**src/rtl/seg7_readback_decoder.sv**
```systemverilog
// Receive-side decoder for the 7-segment display link.
// Synchronizes the active-low segment lines and waits for a glyph to hold
// steady for STABLE_CYCLES samples. Each qualified glyph is converted back
// to its digit value and offered once on a valid/ready output.
//
// state  | meaning
// -------+-----------------------------------------------------------------
// IDLE   | display blank, nothing under qualification
// SETTLE | candidate glyph seen, counting consecutive identical samples
// HOLD   | candidate already reported, waiting for the pattern to change
module seg7_readback_decoder #(
   parameter int SYNC_STAGES   = 2,
   parameter int STABLE_CYCLES = 4
) (
   input  logic       clk,
   input  logic       rst,
   input  logic       leda,
   input  logic       ledb,
   input  logic       ledc,
   input  logic       ledd,
   input  logic       lede,
   input  logic       ledf,
   input  logic       ledg,
   input  logic       out_ready,
   output logic       out_valid,
   output logic [5:0] out_value,
   output logic       out_err,
   output logic       overrun
);

   localparam int CW = $clog2(STABLE_CYCLES + 1);
   localparam logic [CW-1:0] CNT_MAX = CW'(STABLE_CYCLES);

   typedef enum logic [1:0] {
      ST_IDLE   = 2'd0,
      ST_SETTLE = 2'd1,
      ST_HOLD   = 2'd2
   } state_t;

   logic [6:0]    sync_q [SYNC_STAGES];
   logic [6:0]    pat;
   state_t        state_q, state_d;
   logic [6:0]    cand_q, cand_d;
   logic [CW-1:0] cnt_q, cnt_d;
   logic [CW-1:0] cnt_inc;
   logic          restart;
   logic          emit;
   logic [6:0]    emit_pat;
   logic [6:0]    emit_dec;
   logic          out_valid_q, out_valid_d;
   logic [5:0]    out_value_q, out_value_d;
   logic          out_err_q, out_err_d;
   logic          overrun_q, overrun_d;

   // Glyph to {err, value}; unknown non-blank patterns report 6'h3F with err.
   function automatic logic [6:0] decode_glyph(input logic [6:0] p);
      logic [6:0] r;
      case (p)
         7'b1111110: r = {1'b0, 6'd0};
         7'b0110000: r = {1'b0, 6'd1};
         7'b1101101: r = {1'b0, 6'd2};
         7'b1111001: r = {1'b0, 6'd3};
         7'b0110011: r = {1'b0, 6'd4};
         7'b1011011: r = {1'b0, 6'd5};
         7'b1011111: r = {1'b0, 6'd6};
         7'b1110000: r = {1'b0, 6'd7};
         7'b1111111: r = {1'b0, 6'd8};
         7'b1111011: r = {1'b0, 6'd9};
         default:    r = {1'b1, 6'h3F};
      endcase
      return r;
   endfunction

   // Synchronizer chain on the raw pins; resets to all segments dark.
   always_ff @(posedge clk) begin
      if (rst) begin
         for (int i = 0; i < SYNC_STAGES; i++) sync_q[i] <= 7'h7F;
      end else begin
         sync_q[0] <= {leda, ledb, ledc, ledd, lede, ledf, ledg};
         for (int i = 1; i < SYNC_STAGES; i++) sync_q[i] <= sync_q[i-1];
      end
   end

   assign pat     = ~sync_q[SYNC_STAGES-1];
   assign cnt_inc = (cnt_q == CNT_MAX) ? cnt_q : cnt_q + 1'b1;

   // Qualification FSM: next state, candidate, stability counter and emit request.
   always_comb begin
      state_d  = state_q;
      cand_d   = cand_q;
      cnt_d    = cnt_q;
      restart  = 1'b0;
      emit     = 1'b0;
      emit_pat = cand_q;
      case (state_q)
         ST_IDLE: restart = 1'b1;
         ST_SETTLE: begin
            if (pat == 7'd0) begin
               state_d = ST_IDLE;
            end else if (pat != cand_q) begin
               restart = 1'b1;
            end else begin
               cnt_d = cnt_inc;
               if (cnt_inc == CNT_MAX) begin
                  emit    = 1'b1;
                  state_d = ST_HOLD;
               end
            end
         end
         ST_HOLD: begin
            if (pat != cand_q) restart = 1'b1;
         end
         default: state_d = ST_IDLE;
      endcase
      // A changed pattern is handled exactly as if it arrived in IDLE.
      if (restart) begin
         if (pat == 7'd0) begin
            state_d = ST_IDLE;
         end else begin
            cand_d   = pat;
            cnt_d    = CW'(1);
            emit_pat = pat;
            if (STABLE_CYCLES == 1) begin
               emit    = 1'b1;
               state_d = ST_HOLD;
            end else begin
               state_d = ST_SETTLE;
            end
         end
      end
   end

   assign emit_dec = decode_glyph(emit_pat);

   // Output slot: transfer on valid&&ready, load on emit when the slot frees, else flag overrun.
   always_comb begin
      out_valid_d = out_valid_q && !out_ready;
      out_value_d = out_value_q;
      out_err_d   = out_err_q;
      overrun_d   = overrun_q;
      if (emit) begin
         if (!out_valid_q || out_ready) begin
            out_valid_d = 1'b1;
            out_value_d = emit_dec[5:0];
            out_err_d   = emit_dec[6];
         end else begin
            out_valid_d = 1'b1;
            overrun_d   = 1'b1;
         end
      end
   end

   // State and output registers.
   always_ff @(posedge clk) begin
      if (rst) begin
         state_q     <= ST_IDLE;
         cand_q      <= 7'd0;
         cnt_q       <= '0;
         out_valid_q <= 1'b0;
         out_value_q <= 6'd0;
         out_err_q   <= 1'b0;
         overrun_q   <= 1'b0;
      end else begin
         state_q     <= state_d;
         cand_q      <= cand_d;
         cnt_q       <= cnt_d;
         out_valid_q <= out_valid_d;
         out_value_q <= out_value_d;
         out_err_q   <= out_err_d;
         overrun_q   <= overrun_d;
      end
   end

   assign out_valid = out_valid_q;
   assign out_value = out_value_q;
   assign out_err   = out_err_q;
   assign overrun   = overrun_q;

endmodule

```
**config.mk**
```make
export PLATFORM = sky130hd
export DESIGN_NAME = seg7_readback_decoder
export DESIGN_NICKNAME = d
export VERILOG_FILES = /design/src/rtl/seg7_readback_decoder.sv
export SDC_FILE = /design/constraint.sdc
export NUM_CORES = 1
export LEC_CHECK = 0
export ABC_AREA = 0
export BUFFER_PORTS_ARGS = -buffer_cell sky130_fd_sc_hd__buf_4
export CORE_UTILIZATION = 61
export DETAILED_ROUTE_END_ITERATION = 7
export GPL_TIMING_DRIVEN = 0
export PLACE_DENSITY = 0.83
export SYNTH_ARGS = -nofsm -noshare
export SYNTH_HDL_FRONTEND = slang
export SYNTH_SLANG_ARGS = --single-unit
export TNS_END_PERCENT = 30
```
**constraint.sdc**
```tcl
create_clock -name clk -period 3.9 [get_ports clk]
set_input_delay 0.78 -clock clk [delete_from_list [all_inputs] [get_ports clk]]
set_output_delay 0.78 -clock clk [all_outputs]
set_load 0.03 [all_outputs]
```
==> results.md <==
- Outcome: finished, final reports clean
- HPWL Detailed: between 2 and 3 mm
- Reg-to-reg critical path startpoint: sync_q[0][9]$_SDFF_PP1_
- Initial antenna violation count: 0
- First-pass GRT wire length: between 5 and 6 mm
- Clk_skew: around 0.010 ns
- WHS: 0.425 ns
- Post-Syn Area: approximately 0.0017 mm^2
- CP Capture Type: register
- Slew at the pin closest to its max-slew limit: 0.548 ns
- Flop2flop setup slack: 1.22 ns
- RSZ-0062 raised after global routing: no
- LEAKAGE: about 0.78 nW
- Post-DR wirelength/cell: roughly 15 um
- DR iter-0 viols: 66
- Core area: approximately 0.0025 mm^2
- 1st-pass router iterations: 5
- Post-CTS Setup Inserts: 0
- Endpoints failing setup: 0
- Seq. cell area: 661 um^2
- EDFF count, synth: 0
- Diodes inserted: 0
- Hold path depth: 1
- Pin count of the biggest net entering global routing: 13
- Critical path class: reg2reg
- Skew-Pair Late Insertion Delay: between 0.3 and 0.4 ns
- Pwr per Cell Area: 408 mW/mm^2
- FMAX: around 370 MHz
- Layout area overhead: 16.6%
- Relative slew slack: a little under two thirds
- RePlAce Congestion: 0.931
- Cts repair resizes: 0
- Post-synthesis async set-or-reset flop share: 0%
- Vias in the first global route: 1335
- Synth area leaders: dfxtp_1 (39%), or2_2 (5.2%), xor2_1 (4.2%), nand2_1 (3.8%), nor2_1 (3.6%)
- Input/output buffers: 18
- Critical Path RT: 4.13 ns
- Die width: around 54 um
- Sequential cell area fraction in the yosys report: about two fifths
- Crit path from: sync_q[0][9]$_SDFF_PP1_
- CTS Sinks: 33
- Post-layout util: 76.9%
- Hold_buf cts: 0
- Total CTS buffers: 5
- Met3 Track Usage GR: under 10%
- Min-delay src: sync_q[0][2]$_SDFF_PP1_
- Die height: between 50 and 60 um
- Area leader, netlist: dfxtp_1
- Placed cell count: ~240
- IO Pins: 19
- Fillcell total: roughly 200
- Mapped Avg Cell Area: about 8.6 um^2
- Cell variety after synth: ~50
- ANT nets after route: 0
- Synth top area share: 39.4%
- Synth Instances: 196
- Reg clk slew, reported paths: roughly 0.11 ns
- Arrival @ worst endpoint: just under 3 ns
- Area of the multi-input gates: ~950 um^2
- Non-Filler Instances: 252
- WL final: around 3.9 mm
- Final TNS setup: 0 ns
- Met1 usage: roughly a third
- Syn Nets: between 200 and 250
- Final min period: between 2 and 3 ns
- Tcrit/Tclk final: between 60% and 70%
- Total Nets Final: roughly 230
- Post-placement cell area: 0.00185 mm^2
- GRT busiest layer: met2
- Grt ovf: 0
- Design Area, Final: approximately 0.0020 mm^2
- GRT Overall Usage: between 20 and 30%
- DRC: 0
- Clock tree buffer depth: 2
- Dominant synthesized flop cell: dfxtp_1
- Share of layout cells above drive strength 1: a little under a quarter
- Met2 GRT Util: a little under half
- Final Hold Fails: 0
- Slew Viols, Final: 0
- Via count: around 1600
- Max Fanout on Critical Path: 9
- Initial Utilization: between 60 and 70%
- Post-synthesis register bit count: 33
- Worst reg2reg path endpoint: out_value[0]$_SDFFE_PP0P_
- CP startpoint kind: register
- Via density: 6.19
- CTS tree: yes
- H-Tree Depth: 2
- WHS Endpoint: sync_q[0][9]$_SDFF_PP1_
- Rows: 18
- Root Driver: clkbuf_4
- Max IR drop VDD: 0.383 mV
- Hold Path Class: reg2reg
- Synth warn: 0
- R2R depth: 8
- Die area: 0.00296 mm^2
- Maxcap violations: 0
stage by stage:
step,setup slack [ns],total power [mW]
floorplan,1.59,0.445
global placement,1.31,0.467
detailed placement,1.31,0.473
CTS,1.26,0.795
global route,1.02,0.827
finish,1.22,0.798
flip-flops by register name, indices dropped and copies added, names as in the netlist, named ones only:
register and cells:
out_value 5, state_q 2, sync_q 14, cnt_q 1, out_valid 1, overrun 1, cand_q 7
placed cells by master, fill, tap and decap left out, drive strengths merged, types with 2 or more instances in the layout:
cell type	netlist	layout
nand4	4	4
nor2b	4	4
a32oi	2	2
and4	3	3
o21ai	13	13
a21oi	9	9
and2	6	6
o2111ai	3	3
inv	5	6
nand3b	4	4
a31oi	4	4
nor2	16	16
a2bb2oi	2	2
xor2	8	8
nor3	6	6
dfxtp	33	33
ha	2	2
o22ai	2	2
nand3	5	5
nand2	17	17
bufinv	0	2
buf	5	23
a22oi	4	4
nand2b	2	2
or2	14	14
clkbuf	4	9
a21o	4	4
worst max-delay path by stage:
stage,end,slack [ns],depth (start not counted)
2_1_floorplan,out_value[1]$_SDFFE_PP0P_,1.59,9
3_3_place_gp,out_value[1]$_SDFFE_PP0P_,1.31,9
3_5_place_dp,out_value[1]$_SDFFE_PP0P_,1.31,8
4_1_cts,out_value[0]$_SDFFE_PP0P_,1.26,8
5_1_grt,out_value[1]$_SDFFE_PP0P_,1.02,8
6_report,out_value[0]$_SDFFE_PP0P_,1.22,8
metal layers:
metal / vias up / share of wire (%)
li1: 755 / -
met4: 0 / 2.1
met3: 10 / 5.6
met2: 55 / 47
met1: 740 / 45
met5: - / 0
power by group:
| part | switching, mW | total (mW) | internal (mW) |
|---|---|---|---|
| clock network | 0.128 | 0.330 | 0.202 |
| registers | 0.0133 | 0.363 | 0.350 |
| logic | 0.0609 | 0.105 | 0.0437 |
| total | 0.203 | 0.798 | 0.595 |
layout make-up:
class	count	area share (%)
buffer	9	2.62
clock buffer	5	1.92
clock inverter	3	3.52
inverter	5	0.959
multi-input combinational	149	48.4
sequential	33	33.8
tap	30	1.92
timing repair buffer	18	6.91
cells in the mapped netlist (all sizes together) (3+ instances only):
cell and n:
or2 14, o21ai 13, a21oi 9, nand3b 4
nand4 4, a21o 4, nand3 5, a22oi 4
and2 6, buf 5, xor2 8, nor3 6
o2111ai 3, nor2b 4, nand2 17, and4 3
inv 5, a31oi 4, nor2 16, dfxtp 33
clkbuf 4
kinds of logic (layout without fill, tap and decap cells):
logic type / Yosys count / after routing / synth area share, %
adders and majority gates: 2 / 2 / 1.49
muxes: 2 / 2 / 1.27
DFF: 33 / 33 / 39.4
AOI/OAI and AO/OA: 50 / 50 / 20.7
buffers and inverters: 14 / 40 / 4.18
xor gates and xnor gates: 9 / 9 / 4.70
and+or+nand+nor: 86 / 86 / 28.3
worst max-delay path: stages (launching register included):
cell and delay, ns:
dfxtp_1 0.50, and4_1 0.26, nand4_1 0.23, a21bo_2 0.37, o21ai_1 0.14, and2_1 0.23, a2111o_1 0.41, a31oi_1 0.29
a31oi_1 0.14
Note: power is estimated with default switching activity, not from simulation.
